--- config.mk ---
export PLATFORM = sky130hd
export DESIGN_NAME = mux4x1_rr_arbiter
export DESIGN_NICKNAME = d
export VERILOG_FILES = /design/src/rtl/mux4x1_pkg.sv /design/src/rtl/mux4x1_rr_arbiter_rr_pick4.sv /design/src/rtl/mux4x1_rr_arbiter.sv
export SDC_FILE = /design/constraint.sdc
export NUM_CORES = 1
export LEC_CHECK = 0
export CELL_PAD_IN_SITES_DETAIL_PLACEMENT = 1
export CELL_PAD_IN_SITES_GLOBAL_PLACEMENT = 2
export CORE_MARGIN = 3
export CORE_UTILIZATION = 31
export CTS_CLUSTER_DIAMETER = 100
export DETAILED_ROUTE_END_ITERATION = 16
export HOLD_SLACK_MARGIN = 0.12
export PLACE_DENSITY = 0.79
export SYNTH_ARGS = -nofsm -noshare
export SYNTH_HDL_FRONTEND = slang
export SYNTH_SLANG_ARGS = --single-unit
--- constraint.sdc ---
create_clock -name clk -period 3.2 [get_ports clk]
set_input_delay 0.96 -clock clk [delete_from_list [all_inputs] [get_ports clk]]
set_output_delay 0.96 -clock clk [all_outputs]
set_load 0.01 [all_outputs]
--- src/rtl/mux4x1_pkg.sv ---
//==============================================================================
// Module      : mux4x1_pkg
// Description : Shared types, constants and helpers for the 4:1 mux
//               round-robin arbiter (state enum, requester count, select
//               encoding and the rotating priority search).
// Revision    : 1.0 - initial release
//==============================================================================
`default_nettype none

package mux4x1_pkg;

  // Number of requesters, one per mux data input (x1..x4).
  localparam int NUM_REQ = 4;

  // Arbiter ownership state.
  typedef enum logic [0:0] {
    IDLE  = 1'b0,
    GRANT = 1'b1
  } state_e;

  // Result of a priority search: winner index plus a valid flag.
  typedef struct packed {
    logic       found;
    logic [1:0] idx;
  } pick_t;

  // Requester index to mux select pair {s2,s1}: x1=00, x2=01, x3=10, x4=11.
  function automatic logic [1:0] idx_to_sel(input logic [1:0] idx);
    return idx;
  endfunction

  // First set bit of req in the order ptr, ptr+1, ptr+2, ptr+3 (mod 4).
  // The loop runs from the lowest priority up so the highest priority
  // candidate is the last one written.
  function automatic pick_t rr_pick(input logic [NUM_REQ-1:0] req,
                                    input logic [1:0]         ptr);
    pick_t      res;
    logic [1:0] cand;
    res = '0;
    for (int k = NUM_REQ - 1; k >= 0; k--) begin
      cand = ptr + 2'(k);
      if (req[cand]) begin
        res.found = 1'b1;
        res.idx   = cand;
      end
    end
    return res;
  endfunction

endpackage

`default_nettype wire

--- src/rtl/mux4x1_rr_arbiter_rr_pick4.sv ---
//==============================================================================
// Module      : rr_pick4
// Description : Combinational rotating-priority search over four request
//               lines. Returns the first set request at or after ptr_i.
// Revision    : 1.0 - initial release
//==============================================================================
`default_nettype none

module rr_pick4
  import mux4x1_pkg::*;
(
  input  logic [NUM_REQ-1:0] req_i,
  input  logic [1:0]         ptr_i,
  output logic               found_o,
  output logic [1:0]         idx_o
);

  pick_t w_pick;

  // Search the candidate vector starting from the priority pointer.
  always_comb begin
    w_pick = rr_pick(req_i, ptr_i);
  end

  assign found_o = w_pick.found;
  assign idx_o   = w_pick.idx;

endmodule

`default_nettype wire

--- src/rtl/mux4x1_rr_arbiter.sv ---
//==============================================================================
// Module      : mux4x1_rr_arbiter
// Description : Round-robin arbiter sharing a 4:1 mux among four requesters.
//               Grants one owner at a time, drives the mux select pair
//               {s2,s1} for that owner, and hands over to the next pending
//               requester on the same edge the owner releases.
//               Optional feature macro: MUX4X1_ARB_TIMEOUT_EN - when defined,
//               an owner that has held the grant for MAX_HOLD cycles is
//               revoked if another requester is waiting.
// Revision    : 1.0 - initial release
//==============================================================================
`default_nettype none

module mux4x1_rr_arbiter
  import mux4x1_pkg::*;
#(
  parameter int MAX_HOLD = 8
) (
  input  logic               clk,
  input  logic               rst_n,
  input  logic [NUM_REQ-1:0] req,
  output logic [NUM_REQ-1:0] gnt,
  output logic               s1,
  output logic               s2,
  output logic               busy
);

  state_e             state_q, state_d;
  logic [1:0]         ptr_q,   ptr_d;
  logic [NUM_REQ-1:0] gnt_q,   gnt_d;
  logic [1:0]         sel_q,   sel_d;
  logic               busy_q,  busy_d;

  // Candidates exclude the current owner, so a winner here always means
  // "someone else is waiting". In IDLE gnt_q is zero and all requests compete.
  logic [NUM_REQ-1:0] cand_req;
  logic               owner_req;
  logic               win_found;
  logic [1:0]         win_idx;
  logic               take_new;
  logic               revoke;

  assign cand_req  = req & ~gnt_q;
  assign owner_req = |(req & gnt_q);

  rr_pick4 u_pick (
    .req_i   (cand_req),
    .ptr_i   (ptr_q),
    .found_o (win_found),
    .idx_o   (win_idx)
  );

  // Out-of-range MAX_HOLD values (legal 2..255) have no defined behaviour;
  // this empty block only anchors the parameter for elaboration in every build.
  if (MAX_HOLD < 2 || MAX_HOLD > 255) begin : g_max_hold_out_of_range
  end

`ifdef MUX4X1_ARB_TIMEOUT_EN
  localparam int CW = $clog2(MAX_HOLD + 1);

  logic [CW-1:0] cnt_q, cnt_d;
  logic          hold_expired;

  // cnt_q counts completed owner cycles beyond the first, so the owner has
  // had MAX_HOLD cycles of grant when cnt_q reaches MAX_HOLD-1.
  assign hold_expired = (cnt_q >= CW'(MAX_HOLD - 1));
  assign revoke       = hold_expired & win_found;

  // Hold counter: cleared on each new grant and on idle, saturates at MAX_HOLD.
  always_comb begin
    cnt_d = cnt_q;
    if (take_new) begin
      cnt_d = '0;
    end else if (state_d == IDLE) begin
      cnt_d = '0;
    end else if (cnt_q < CW'(MAX_HOLD)) begin
      cnt_d = cnt_q + CW'(1);
    end
  end

  // Hold counter register.
  always_ff @(posedge clk or negedge rst_n) begin
    if (!rst_n) begin
      cnt_q <= '0;
    end else begin
      cnt_q <= cnt_d;
    end
  end
`else
  assign revoke = 1'b0;
`endif

  // Ownership next-state: keep, hand over without a bubble, or go idle.
  always_comb begin
    state_d  = state_q;
    ptr_d    = ptr_q;
    gnt_d    = gnt_q;
    sel_d    = sel_q;
    busy_d   = busy_q;
    take_new = 1'b0;

    case (state_q)
      IDLE: begin
        if (win_found) begin
          take_new = 1'b1;
        end
      end
      GRANT: begin
        if (!owner_req || revoke) begin
          if (win_found) begin
            take_new = 1'b1;
          end else begin
            state_d = IDLE;
            gnt_d   = '0;
            busy_d  = 1'b0;
          end
        end
      end
      default: begin
        state_d = IDLE;
        gnt_d   = '0;
        busy_d  = 1'b0;
      end
    endcase

    if (take_new) begin
      state_d = GRANT;
      gnt_d   = 4'b0001 << win_idx;
      sel_d   = idx_to_sel(win_idx);
      ptr_d   = win_idx + 2'd1;
      busy_d  = 1'b1;
    end
  end

  // State, pointer and registered outputs; reset clears any grant at once.
  always_ff @(posedge clk or negedge rst_n) begin
    if (!rst_n) begin
      state_q <= IDLE;
      ptr_q   <= 2'd0;
      gnt_q   <= '0;
      sel_q   <= 2'b00;
      busy_q  <= 1'b0;
    end else begin
      state_q <= state_d;
      ptr_q   <= ptr_d;
      gnt_q   <= gnt_d;
      sel_q   <= sel_d;
      busy_q  <= busy_d;
    end
  end

  assign gnt      = gnt_q;
  assign {s2, s1} = sel_q;
  assign busy     = busy_q;

endmodule

`default_nettype wire

==> results_dict.tcl <==
set metrics [dict create \
    drt_wl_total_mm 1.197 \
    drtIter0Drc 0 \
    clock-root-buffer "clkbuf_4" \
    cpPeakStageDelay_ns 0.60 \
    min_period_over_period_pct 77.50 \
    drcViolationCount 0 \
    fin_crit_ns 2.480 \
    viasPerCell 5.171 \
    path_depth 5 \
    slew_violations 0 \
    synth.avg_cell_area_um2 10.95 \
    cts_inserted_buffers 3 \
    post-route-util_pct 46.23 \
    cp.required_ns 3.34 \
    crit_path_max_fanout 7 \
    diodes 0 \
    relSlewSlack_pct 71.00 \
    crit_path_end_kind "flop" \
    dpl.cell_count 78 \
    synth_top_area_cell "dfrtp_1" \
    maxCapViolCount 0 \
    design_area_um2 720.7 \
    final_cells 82 \
    crit_buf_inv 1 \
    syn-num-nets 55 \
    place_congestion 0.7309 \
    die-area_mm2 0.002267 \
    cts_tree "yes" \
    critPathTopFamily "simple AND/OR/NAND/NOR gates" \
    tns_ns 0 \
    p_clk_share_pct 14.7 \
    post_cts_resized 0 \
    place_area_um2 684.4 \
    first_pass_iters 1 \
    reg2reg_depth 4 \
    power_density_mw_per_mm2 1033 \
    crit_chain "clkdlybuf4s50_1 > nor2b_1 > or4b_4 > nand2_4 > mux2_2" \
    hold_violations 0 \
    htreeDepth 1 \
    synthCells 49 \
    die_y_um 47.61 \
    holdPathStages 1 \
    antenna_found_initial 0 \
    port_buffers 12 \
    synth_area_leaders "dfrtp_1, a22o_1, nand2b_1, mux2i_1, nor2b_1" \
    drive_above_1_share_pct 18.18 \
    critPathSlowestCell "or4b_4" \
    power_w 0.0007447 \
    clkTransAtPathRegs_ns 0.06 \
    syn_area_um2 536.8 \
    clock_sinks 10 \
    nNetsFinal 73 \
    fmax_mhz 403.2 \
    yosysSeqAreaShare_pct 46.62 \
    initial_core_util_pct 34.43 \
    yosysWarningCount 0 \
    min_path_type "flop to flop" \
    power_frac_seq_pct 32.0 \
    power_frac_comb_pct 53.3 \
    grt_overflow 0 \
    wl_per_cell_um 14.60 \
    switching_share_pct 37.50 \
    ir_drop_mv 0.4435 \
    grt_pass1_vias 451 \
    vias 424 \
    arrival_ns 2.62 \
    rows 14 \
    r2r_slack_ns 1.50 \
    switching_power_w 0.0002793 \
    path_class "input pin to flop" \
    dpl.hpwl_um 929.3 \
    cts_hold_buf 0 \
    max_slew.worst_pin.slew_ns 0.4337 \
    ys_types 23 \
    rsz0062_at_grt "no" \
    yosys.area.top_type_share_pct 46.62 \
    grt_usage_pct 13.36 \
    clock_latency_ns 0.26 \
    cts.path.max_buffers 2 \
    crit_path_start_kind "input pin" \
    ant_nets 0 \
    status "completed" \
    die_w_um 47.61 \
    fin_skew_ns 0.001201 \
    grt_pass1_wl_mm 2.070 \
    cts_setup_buffers 0 \
    synth_seq_cells 10 \
    setup_viol 0 \
    core_mm2 0.001559 \
    area_growth_pct 34.27 \
    grt_start_max_net_pins 11 \
    p_int_w 0.0004654 \
    p_leak_nw 0.3100 \
    ios 13 \
]
## cells by family (layout without fill, tap and decap cells)
kind of cell | count (synthesis) | after routing | share of synthesized area, %
buffers and inverters | 1 | 18 | 0.6986
XOR/XNOR | 1 | 1 | 1.632
AO/OA/AOI/OAI | 17 | 17 | 24.01
AND/OR/NAND/NOR | 17 | 17 | 21.21
flip-flops | 10 | 10 | 46.62
multiplexers | 3 | 3 | 5.828
## state kept, by name, indices dropped and copies added (netlist names)
| register | flops |
|---|---|
| busy | 1 |
| state_q | 1 |
| sel_q | 2 |
| gnt | 4 |
| ptr_q | 2 |
## final cells by class
class / count / area, um2
Inverter: 1 / 3.754
Sequential cell: 10 / 250.2
Multi-Input combinational cell: 38 / 282.8
Timing Repair Buffer: 13 / 127.6
Clock buffer: 4 / 36.28
Fill cell: 180 / 838.3
Tap cell: 16 / 20.02
## synthesized netlist by cell type, drive strengths merged
master,n
o211ai,1
dfrtp,10
a21boi,2
or4b,1
nor3b,1
mux2i,2
inv,1
xor2,1
nor2,3
a22o,6
nand3,1
o21ai,5
and3,1
a21o,1
nor2b,3
nand2b,4
mux2,1
a21oi,1
nand2,3
o22a,1
## power by group through the flow
stage / Combinational (W) / Clock (W) / Sequential [W]
CTS: 0.000405 / 0.000115 / 0.000240
finish: 0.000397 / 0.000109 / 0.000239
floorplan: 0.000238 / 0 / 0.000247
global placement: 0.000395 / 0 / 0.000241
global route: 0.000443 / 0.000120 / 0.000251
detailed placement: 0.000400 / 0 / 0.000242
## layout by cell type (no fill, tap or decap), types with 2 or more instances in the layout
master and instances:
dfrtp_1 10, nor2b_1 3, nand2_1 2, mux2i_1 2
a22o_1 6, nor2_1 2, nand2b_1 4, clkbuf_4 3
o21ai_2 2, o21ai_0 3, clkdlybuf4s50_1 12, a21boi_0 2
## layer usage
metal  routed length [um]  vias to the layer above  track usage (%)
met5                    0                        -                0
met4                   10                        0            8.065
met3                   37                        2            2.256
met2                  533                        7            18.72
met1                  616                      197            19.04
li1                     -                      218                -
## final timing paths
check	from	endpoint
setup / recovery	req[2]	ptr_q[0]
max in group asynchronous	rst_n	ptr_q[1]
hold / removal	sel_q[1]	sel_q[1]
min in group asynchronous	rst_n	busy
setup reg to reg	gnt[2]	ptr_q[0]
hold reg to reg	sel_q[1]	sel_q[1]
## worst register-to-register path, cell delays in order (launching register included)
cell and delay [ns]:
dfrtp_1 0.43, nor2b_1 0.10, or4b_4 0.60, nand2_4 0.12, mux2_2 0.34
## through the flow
stage / setup slack [ns] / hold slack, ns
floorplan: 0.9696 / 0.4811
global placement: 0.4767 / 0.4662
detailed placement: 0.4498 / 0.4698
CTS: 0.7227 / 0.4900
global route: 0.6811 / 0.5312
finish: 0.7199 / 0.4877
Note: power is estimated with default switching activity, not from simulation.
